[src/rtl/sincos_arbiter.sv]
// sincos_arbiter: round-robin sharing of one fixed-latency sin/cos unit between two lanes,
// with per-lane credits so the response FIFOs can never overflow and the unit never stalls.
module sincos_arbiter #(
  parameter int LAT = 1,
  parameter int DEPTH = 4
) (
  input  logic        clk,
  input  logic        rst,
  input  logic        req0_valid,
  input  logic        req1_valid,
  input  logic [15:0] req0_u,
  input  logic [15:0] req1_u,
  output logic        req0_ready,
  output logic        req1_ready,
  output logic        sc_vld,
  output logic [15:0] sc_u,
  input  logic [15:0] sc_g0,
  input  logic [15:0] sc_g1,
  output logic        rsp0_valid,
  output logic        rsp1_valid,
  output logic [15:0] rsp0_g0,
  output logic [15:0] rsp0_g1,
  output logic [15:0] rsp1_g0,
  output logic [15:0] rsp1_g1,
  input  logic        rsp0_ready,
  input  logic        rsp1_ready,
  output logic        busy
);
  localparam int CW = $clog2(DEPTH + 1);
  localparam int AW = $clog2(DEPTH);
  logic [CW-1:0] cred [2];
  logic [CW-1:0] cnt [2];
  logic [CW-1:0] cnt_n [2];
  logic [AW-1:0] wp [2];
  logic [AW-1:0] rp [2];
  logic [31:0] mem [2][DEPTH];
  logic [LAT:0] pv, pl;
  logic [1:0] ok, acc, pop, wr;
  logic prio, busy_n;
  function automatic logic [AW-1:0] inc(input logic [AW-1:0] p);
    return p == AW'(DEPTH - 1) ? '0 : p + 1'b1;
  endfunction
  assign ok = {cred[1] != '0, cred[0] != '0};
  assign req0_ready = ok[0] & (!req1_valid | !ok[1] | !prio);
  assign req1_ready = ok[1] & (!req0_valid | !ok[0] | prio);
  assign acc = {req1_valid & req1_ready, req0_valid & req0_ready};
  // pv/pl bit 0 is the sc_vld stage; bit LAT lines up with sc_g0/sc_g1
  assign wr = {2{pv[LAT]}} & {pl[LAT], !pl[LAT]};
  assign pop = {rsp1_valid & rsp1_ready, rsp0_valid & rsp0_ready};
  assign sc_vld = pv[0];
  assign rsp0_valid = cnt[0] != '0;
  assign rsp1_valid = cnt[1] != '0;
  assign {rsp0_g0, rsp0_g1} = rsp0_valid ? mem[0][rp[0]] : '0;
  assign {rsp1_g0, rsp1_g1} = rsp1_valid ? mem[1][rp[1]] : '0;
  assign cnt_n[0] = cnt[0] + CW'(wr[0]) - CW'(pop[0]);
  assign cnt_n[1] = cnt[1] + CW'(wr[1]) - CW'(pop[1]);
  assign busy_n = (|pv[LAT-1:0]) | (|acc) | cnt_n[0] != '0 | cnt_n[1] != '0;
  always_ff @(posedge clk or negedge rst)
    if (!rst) begin
      prio <= 1'b0;
      sc_u <= '0;
      pv <= '0;
      pl <= '0;
      busy <= 1'b0;
      for (int i = 0; i < 2; i++) begin
        cred[i] <= CW'(DEPTH);
        cnt[i] <= '0;
        wp[i] <= '0;
        rp[i] <= '0;
      end
    end else begin
      if (|acc) begin
        prio <= acc[0];
        sc_u <= acc[1] ? req1_u : req0_u;
      end
      pv <= {pv[LAT-1:0], |acc};
      pl <= {pl[LAT-1:0], acc[1]};
      busy <= busy_n;
      for (int i = 0; i < 2; i++) begin
        cred[i] <= cred[i] - CW'(acc[i]) + CW'(pop[i]);
        cnt[i] <= cnt_n[i];
        if (wr[i]) wp[i] <= inc(wp[i]);
        if (pop[i]) rp[i] <= inc(rp[i]);
      end
    end
  always_ff @(posedge clk)
    for (int i = 0; i < 2; i++) if (wr[i]) mem[i][wp[i]] <= {sc_g0, sc_g1};
  assert property (@(posedge clk) disable iff (!rst) wr[0] |-> cnt[0] != CW'(DEPTH));
  assert property (@(posedge clk) disable iff (!rst) wr[1] |-> cnt[1] != CW'(DEPTH));
endmodule

[config.mk]
export PLATFORM = sky130hd
export DESIGN_NAME = sincos_arbiter
export DESIGN_NICKNAME = d
export VERILOG_FILES = /design/src/rtl/sincos_arbiter.sv
export SDC_FILE = /design/constraint.sdc
export NUM_CORES = 1
export LEC_CHECK = 0
export CORE_ASPECT_RATIO = 1.1
export CORE_MARGIN = 8
export CORE_UTILIZATION = 55
export CTS_CLUSTER_SIZE = 12
export DETAILED_ROUTE_END_ITERATION = 16
export GPL_TIMING_DRIVEN = 0
export PLACE_DENSITY = 0.8
export SLEW_MARGIN = 20
export SYNTH_ARGS = -nofsm -noshare
export SYNTH_HDL_FRONTEND = slang
export SYNTH_SLANG_ARGS = --single-unit
[constraint.sdc]
create_clock -name clk -period 7.35 [get_ports clk]
set_input_delay 1.47 -clock clk [delete_from_list [all_inputs] [get_ports clk]]
set_output_delay 1.47 -clock clk [all_outputs]
set_load 0.01 [all_outputs]
==> results.json <==
{
  "antennaDiodeCount": 0,
  "fin_setup_tns_ps": 0,
  "die_width_um": 155,
  "cts.sinks": 298,
  "coreArea_um2": 21100,
  "cts_inserted_buffers": 30,
  "clkPwrFrac": 0.222,
  "worstMarginPinSlew_ps": 702,
  "finClkSkew_ps": 25.3,
  "cp_slowest_stage_delay_ps": 500,
  "end_kind": "primary output",
  "wl_met3_mm": 1.86,
  "clk_path_buf_depth": 3,
  "leakage_nw": 5.04,
  "die_area_um2": 26200,
  "avgRoutedWirePerCell_um": 22.8,
  "synth_edf_count": 256,
  "ant_nets": 0,
  "internal-power_mw": 4.36,
  "place_ws_ps": 2560,
  "final_layout_size_suffix_gt1_frac": 0.194,
  "dr.first_iter.drc_count": 440,
  "p_seq_frac": 0.383,
  "track_usage": 0.191,
  "synth.area.top_cells": "edfxtp_1, mux4_2, dfrtp_1",
  "p_switching_mw": 1.86,
  "met1_length_mm": 9.57,
  "syn-num-nets": 671,
  "synth_seq_cells": 298,
  "power_switching_share": 0.299,
  "gp_congestion": 0.743,
  "grt_max_degree": 28,
  "via_count": 6166,
  "clk_latency_ps": 550,
  "fin_crit_ps": 4830,
  "synth_area_um2": 11700,
  "maxCapViolCount": 0,
  "synthFlopType": "edfxtp_1",
  "cp_max_fo": 10,
  "synth_top_area_cell": "edfxtp_1",
  "crit_required_ps": 5880,
  "cts_tree": "built",
  "cts_root_buffer": "clkbuf_16",
  "path_class": "in -> out",
  "synth_cells": 580,
  "combPwrFrac": 0.395,
  "grt_pass1_wl_mm": 38.2,
  "start_util": 0.555,
  "rsz0062_at_grt": "false",
  "routed_via_density": 5.66,
  "io_buffers": 155,
  "syn2layout_area_growth_pct": 26.1,
  "grt_pass1_vias": 6710,
  "drt_wl_total_mm": 24.8,
  "synth.most_common_cell": "edfxtp_1",
  "htreeDepth": 1,
  "dp_hpwl_mm": 16.9,
  "arrival_ps": 3360,
  "crit_chain": "clkdlybuf4s50_1 -> o31a_1 -> clkbuf_1 -> clkbuf_1 -> a21oi_1 -> clkdlybuf4s50_1",
  "finalNetCount": 867,
  "die-height_um": 169,
  "slew_headroom": 0.532,
  "min_path_type": "reg -> reg",
  "hold_buffers": 0,
  "ir_worst_vdd_mv": 0.246,
  "ys_seq_area_frac": 0.746,
  "top_layer_used": "met5",
  "dr.pass1.iters": 5,
  "synth_top_area_frac": 0.656,
  "ys_warn_count": 0,
  "ys_async_sr_fraction": 0.141,
  "cts_resized": 0,
  "wl_met2_mm": 13.0,
  "path_clk_slew_ps": 60,
  "setup_viol_count_final": 0,
  "p_per_area_nw_per_um2": 422,
  "layout_worst_path_cycle_share": 0.657,
  "synth_cell_types": 31,
  "fmax_mhz": 207,
  "start_kind": "input port",
  "slew_violations": 0,
  "setup_ws_ps": 2520,
  "ios": 156,
  "drcViolationCount": 0,
  "synth_commonest_cells": "edfxtp_1, and2_1, mux4_2",
  "status": "finished clean",
  "overflow": 0,
  "cts_setup_buffers": 0,
  "fp-row-count": 56,
  "cpMaxStageDelayCell": "clkdlybuf4s50_1",
  "hold_viol": 0,
  "synth.avg_cell_area_um2": 20.2,
  "antenna_found_initial": 2
}
-- cell usage in the layout, fill, tap and decap left out, types with 2 or more instances in the layout --
cell type / instances
edfxtp_1: 256
clkdlybuf4s50_1: 154
mux4_2: 64
and2_1: 64
dfrtp_1: 40
clkbuf_1: 37
clkbuf_16: 30
or3_1: 18
inv_1: 17
ha_1: 17
o221a_2: 16
buf_2: 13
xnor2_1: 8
buf_16: 8
nand2_1: 6
nor2_1: 5
mux2_2: 5
and2_2: 4
and3_2: 4
fa_1: 4
nor3_1: 3
clkbuf_8: 3
o31a_1: 2
a21o_1: 2
a21oi_1: 2
o21ai_0: 2
dfstp_2: 2
-- registers in the layout, summed over array words and instances (netlist names) --
name  flops
cred      6
rp        4
cnt       6
sc_u     16
pv        2
pl        2
busy      1
wp        4
prio      1
mem     256
-- final timing paths --
path | start | slack (ps) | end | depth (start not counted)
max | req1_valid | 2520 | req0_ready | 6
min | pl[0] | 360 | pl[1] | 0
max reg2reg | cnt[1] | 4160 | busy | 11
min reg2reg | pl[0] | 360 | pl[1] | 0
max in group asynchronous | rst | 5860 | cred[5] | 2
min in group asynchronous | rst | 910 | rp[0] | 1
-- area by class of cell --
type                    instances  area (um2)
flip-flops and latches        298        8740
multi-input cells             234        2780
repair buffers                164        1790
clock inverters                 4        33.8
well taps                     290         363
fillers                      1275        6320
plain buffers                  31         135
clock buffers                  52         863
inverters                      17        63.8
-- power by group through the flow --
stage,Combinational (mW),Clock (mW),Sequential [mW]
after floorplan,1.32,0,2.39
after global placement,2.35,0,2.39
after detailed placement,2.50,0,2.41
final,2.46,1.38,2.38
after global routing,2.65,1.47,2.41
after CTS,2.52,1.40,2.39
-- stage by stage --
step | cells | utilization | hold WS (ps) | cell area [um2] | total power, mW
4_1_cts | 1090 | 0.700 | 371 | 14800 | 6.31
5_1_grt | 1090 | 0.700 | 371 | 14800 | 6.53
3_3_place_gp | 1025 | 0.646 | 335 | 13600 | 4.74
3_5_place_dp | 1034 | 0.658 | 350 | 13900 | 4.91
6_report | 1090 | 0.700 | 363 | 14800 | 6.23
2_1_floorplan | 580 | - | 331 | 11700 | 3.71
-- metal layers --
metal,up-vias,global-route usage
li1,2690,-
met1,3221,0.230
met2,222,0.341
met3,29,0.0467
met4,4,0.0414
met5,-,0
-- logic make-up (layout without fill, tap and decap cells) --
| logic type | after synthesis | count (layout) | share of synthesized area |
|---|---|---|---|
| muxes | 69 | 69 | 0.128 |
| and+or+nand+nor | 108 | 108 | 0.0551 |
| buffers and inverters | 48 | 268 | 0.0170 |
| adders and majority gates | 21 | 21 | 0.0250 |
| AOI/OAI and AO/OA | 27 | 27 | 0.0218 |
| xor gates and xnor gates | 9 | 9 | 0.00673 |
| DFF | 298 | 298 | 0.746 |
-- worst max-delay path: cells and delay by family --
family | cells | cell delay, ps
AOI/OAI and AO/OA | 2 | 290
buffers and inverters | 4 | 1590
Note: power is estimated with default switching activity, not from simulation.
